`src/rtl/flag_pkg.sv`:
```
// Shared types and configuration checks for the pipelined NZCV flag unit.
package flag_pkg;

    localparam int N_BIT = 3;
    localparam int Z_BIT = 2;
    localparam int C_BIT = 1;
    localparam int V_BIT = 0;

    typedef struct packed {
        logic n;
        logic z;
        logic c;
        logic v;
    } nzcv_t;

    // GROUP must be a power of two, at least 4 and at most WIDTH; WIDTH must split evenly into groups.
    function automatic bit legal_cfg(input int width, input int group);
        return (group >= 4) && (group <= width) &&
               ((group & (group - 1)) == 0) && ((width % group) == 0);
    endfunction

endpackage

```
`src/rtl/group_zero.sv`:
```
// Combinational NOR reduction over one GROUP-bit slice of the ALU result.
module group_zero #(
    parameter int GROUP = 16
) (
    input  logic [GROUP-1:0] slice,
    output logic             zero
);

    assign zero = ~|slice;

endmodule

```
`src/rtl/flag_pipe.sv`:
```
// Two-stage condition-flag pipeline: grouped zero detect in S1, final AND and NZCV commit in S2.
module flag_pipe
    import flag_pkg::*;
#(
    parameter int WIDTH = 64,
    parameter int GROUP = 16
) (
    input  logic             clk,
    input  logic             rst_n,
    input  logic             in_valid,
    input  logic [WIDTH-1:0] result,
    input  logic             carry_in,
    input  logic             ovf_in,
    input  logic             set_flags,
    input  logic             stall,
    input  logic             flush,
    output logic             out_valid,
    output logic             res_zero,
    output logic [3:0]       flags
);

    localparam int N_GRP = WIDTH / GROUP;

    if (!legal_cfg(WIDTH, GROUP)) begin : g_bad_cfg
        $error("flag_pipe: WIDTH must be a multiple of GROUP, GROUP a power of 2 in 4..WIDTH");
    end

    logic [N_GRP-1:0] grp_zero;

    for (genvar gi = 0; gi < N_GRP; gi++) begin : g_grp
        group_zero #(.GROUP(GROUP)) u_group_zero (
            .slice (result[gi*GROUP +: GROUP]),
            .zero  (grp_zero[gi])
        );
    end

    logic             s1_valid;
    logic             s1_set_flags;
    logic             s1_neg;
    logic             s1_c;
    logic             s1_v;
    logic [N_GRP-1:0] s1_grp_zero;

    logic             s2_valid;
    logic             s2_zero;
    nzcv_t            flags_q;

    logic             s1_zero;
    logic             commit;

    assign s1_zero = &s1_grp_zero;
    assign commit  = s1_valid & s1_set_flags;

    // NOTE: every pipeline register, datapath included, sits on the async reset so that
    // a mid-operation reset leaves no stale state and flags reads zero without a clock.
    always_ff @(posedge clk or negedge rst_n) begin
        if (!rst_n) begin
            s1_valid     <= 1'b0;
            s1_set_flags <= 1'b0;
            s1_neg       <= 1'b0;
            s1_c         <= 1'b0;
            s1_v         <= 1'b0;
            s1_grp_zero  <= '0;
            s2_valid     <= 1'b0;
            s2_zero      <= 1'b0;
            flags_q      <= '0;
        end else if (flush) begin
            // Flush wins over stall: kill both entries, drop the input, leave flags alone.
            s1_valid <= 1'b0;
            s2_valid <= 1'b0;
        end else if (!stall) begin
            s1_valid     <= in_valid;
            s1_set_flags <= set_flags;
            s1_neg       <= result[WIDTH-1];
            s1_c         <= carry_in;
            s1_v         <= ovf_in;
            s1_grp_zero  <= grp_zero;
            s2_valid     <= s1_valid;
            s2_zero      <= s1_zero;
            if (commit) begin
                flags_q <= '{n: s1_neg, z: s1_zero, c: s1_c, v: s1_v};
            end
        end
    end

    assign out_valid    = s2_valid;
    assign res_zero     = s2_zero;
    assign flags[N_BIT] = flags_q.n;
    assign flags[Z_BIT] = flags_q.z;
    assign flags[C_BIT] = flags_q.c;
    assign flags[V_BIT] = flags_q.v;

endmodule
```
`config.mk`:
```
export PLATFORM = sky130hd
export DESIGN_NAME = flag_pipe
export DESIGN_NICKNAME = d
export VERILOG_FILES = /design/src/rtl/flag_pkg.sv /design/src/rtl/group_zero.sv /design/src/rtl/flag_pipe.sv
export SDC_FILE = /design/constraint.sdc
export NUM_CORES = 1
export LEC_CHECK = 0
export BUFFER_PORTS_ARGS = -buffer_cell sky130_fd_sc_hd__buf_4
export CORE_ASPECT_RATIO = 1.4
export CORE_UTILIZATION = 33
export DETAILED_ROUTE_END_ITERATION = 8
export GPL_TIMING_DRIVEN = 0
export PLACE_DENSITY = 0.78
export SYNTH_ARGS = -nofsm -noshare
export SYNTH_HDL_FRONTEND = slang
export SYNTH_SLANG_ARGS = --single-unit
```
`constraint.sdc`:
```
create_clock -name clk -period 1.3 [get_ports clk]
set_input_delay 0.065 -clock clk [delete_from_list [all_inputs] [get_ports clk]]
set_output_delay 0.065 -clock clk [all_outputs]
set_load 0.005 [all_outputs]
```
==> summary.txt <==
STA
  • Fin crit share: 0.868
  • RSZ-0062 raised after global routing: no
  • Setup violators final: 0
  • Slew HR: 0.785
  • Fmax achieved: 0.887 GHz
  • Minimum clock period: 1130 ps
  • Slew @ Worst Pin: 320 ps
  • Clock Skews: 3.92 ps
  • Setup TNS: 0 ps
  • Max Slew Vio Count: 0
  • Final Hold Vio Count: 0

Detailed routing
  • Iteration-0 DRC Markers: 8
  • Vias per cell: 5.13
  • Via count: between 800 and 900
  • Final antenna-violating net count: 0
  • First-pass DRT Iterations: 4
  • DRT Wirelength: ~2000 um
  • Drc violations: 0
  • DR WL/cell: 12.1 um

Logic synthesis
  • Syn Inst Count: 64
  • Distinct cells, synth: 15
  • Seq/Total Area, Yosys: 0.516
  • Synth Register Bits: 15
  • Yosys synthesis warning count: 0
  • Avg Inst Size Synth: 11.4 um^2
  • Syn nets: ~140
  • Post-Syn Area: 727 um^2

Power and ir drop
  • Pleak: 0.000696 uW
  • Worst vdd ir: 0.000377 V
  • Pwr Total: approximately 1100 uW
  • Power per cell area: just over 800 mW/mm^2

Worst setup path
  • R2R setup slack: roughly 170 ps
  • Worst EP required: 1460 ps
  • Crit start category: flop
  • R2R Path Start: s1_valid
  • WP data arrival: 1290 ps
  • Crit-path cells: nand2_1 > nor2_8 > mux2_4
  • R2R cell count: 3
  • CP max stage delay: 380 ps
  • Largest fanout on the critical path: 3
  • Crit-path slowest cell: dfrtp_1
  • Worst Setup End Kind: flop
  • WS Path Type: flop to flop
  • Worst r2r dst: flags[3]

Clock network
  • Longest Clk Path Bufs: 2
  • CTS buffer count: 3
  • Clock transition at path regs: about 80 ps
  • Worst-Skew Late Latency: ~270 ps
  • Number of post-CTS setup repair buffers: 0
  • CTS tree: yes
  • CTS sink cnt: 15
  • H-tree depth: 1
  • CTS resizes: 0
  • Root Buffer: clkbuf_4

Global routing
  • Grt ovf: 0
  • GRT Util Overall: 0.189
  • First-pass GRT wire length: about 3600 um
  • Initial antenna violation count: 0
  • Vias in the first global route: 923
  • Largest net degree at the start of global routing: 16

Floorplanning
  • Initial Util: 0.360
  • DIE AREA: ~0.0024 mm^2
  • Core box area: 0.00202 mm^2
  • Die W: approximately 42 um
  • Row cnt: 19
  • Die Ht: 57.5 um
  • Io pins: 78

Status
  • Outcome: finished clean

Finish
  • # nets final: 220
  • Post-Layout Cell Count: 168
  • Synth-to-layout area growth: 89.5%
  • Layout cells sized above 1: 0.612
  • Seq. cell area: 375 um^2
  • Fill cells: 170
  • Most common cell after layout, fill and taps aside: buf_4
  • Total inserted antenna cells: 0
  • Multi-input gate area: 335 um^2
  • Most frequent cells in the layout: buf_4, nor4_1, dfrtp_1, nand2_1

Min path
  • Min-Delay Endpoint: s1_set_flags
  • WHS Path Cells: 2
  • Worst Min Path Start: set_flags
  • Worst hold path class: primary input to flop

Placement
  • Post-placement cell count: approximately 160
  • Routability cong.: approximately 0.76
  • PortBufs: 77

Run
  • # Max-Cap Violations: 0
-- power breakdown --
| part | switching (uW) | internal (uW) | total [uW] |
|---|---|---|---|
| clock network | 131 | 119 | 250 |
| logic | 90.3 | 249 | 340 |
| registers | 29.1 | 522 | 551 |
-- cells by family (layout without fill, tap and decap cells) --
family                 Yosys count  after routing  share of synthesized area
AOI/OAI and AO/OA                7              7                     0.0516
and+or+nand+nor                 31             31                      0.258
muxes                            9              9                      0.151
DFF                             15             15                      0.516
buffers and inverters            2             85                     0.0224
-- per-stage QoR --
stage / utilization / area, um^2 / hold slack, ps / setup slack, ps
2_1_floorplan: - / 727 / -231 / 270
4_1_cts: 0.682 / 1380 / 10.1 / 166
5_1_grt: 0.682 / 1380 / 4.83 / 121
6_report: 0.682 / 1380 / 23.4 / 172
3_5_place_dp: 0.659 / 1330 / -74.1 / 167
3_3_place_gp: 0.659 / 1330 / -75.8 / 175
-- metal layers --
| metal | up-vias | routed length [um] | track usage |
|---|---|---|---|
| li1 | 418 | - | - |
| met5 | - | 0 | 0 |
| met1 | 386 | 652 | 0.205 |
| met2 | 51 | 1180 | 0.348 |
| met4 | 0 | 43 | 0.101 |
| met3 | 6 | 164 | 0.0253 |
-- synthesized netlist by cell type --
cell type  instances  share of area
nor4_1            16           0.14
dfrtp_1           15           0.52
nor2_8             1          0.028
buf_2              1         0.0069
o31ai_1            1          0.010
or2_1              1         0.0086
o21ai_0            1         0.0069
nor2_1             2          0.010
nand2_1            6          0.031
mux2i_1            2          0.028
nand4_1            5          0.043
mux2_2             4          0.062
mux2_4             3          0.062
o21ai_1            5          0.034
buf_6              1          0.015
-- area by class of cell --
| cell class | count | share of cell area |
|---|---|---|
| timing repair buffer | 79 | 0.434 |
| clock buffer | 4 | 0.0191 |
| multi-input combinational | 47 | 0.243 |
| tap | 21 | 0.0191 |
| buffer | 2 | 0.0118 |
| sequential | 15 | 0.272 |
-- worst max-delay path by stage --
stage | start | end | slack, ps | depth (start not counted)
2_1_floorplan | s1_valid | flags[0] | 270 | 3
3_3_place_gp | flush | flags[0] | 180 | 5
3_5_place_dp | flush | flags[3] | 170 | 5
4_1_cts | s1_valid | flags[3] | 170 | 3
5_1_grt | s1_valid | flags[3] | 120 | 3
6_report | s1_valid | flags[3] | 170 | 3
-- state kept, by name, indices dropped and copies added (netlist names) --
name          count
res_zero          1
out_valid         1
s1_valid          1
s1_grp_zero       4
s1_c              1
s1_v              1
s1_neg            1
flags             4
s1_set_flags      1
-- timing repair --
| item | CTS | global route |
|---|---|---|
| hold endpoints to repair | 17 | 0 |
| setup endpoints to repair | 0 | 0 |
| hold buffers | 2 | 0 |
-- critical path: cells and delay by family, from the launching register on --
family | cells | cell delay (ps)
multiplexers | 1 | 310
flip-flops | 1 | 380
AND/OR/NAND/NOR | 2 | 330
Note: power is estimated with default switching activity, not from simulation.
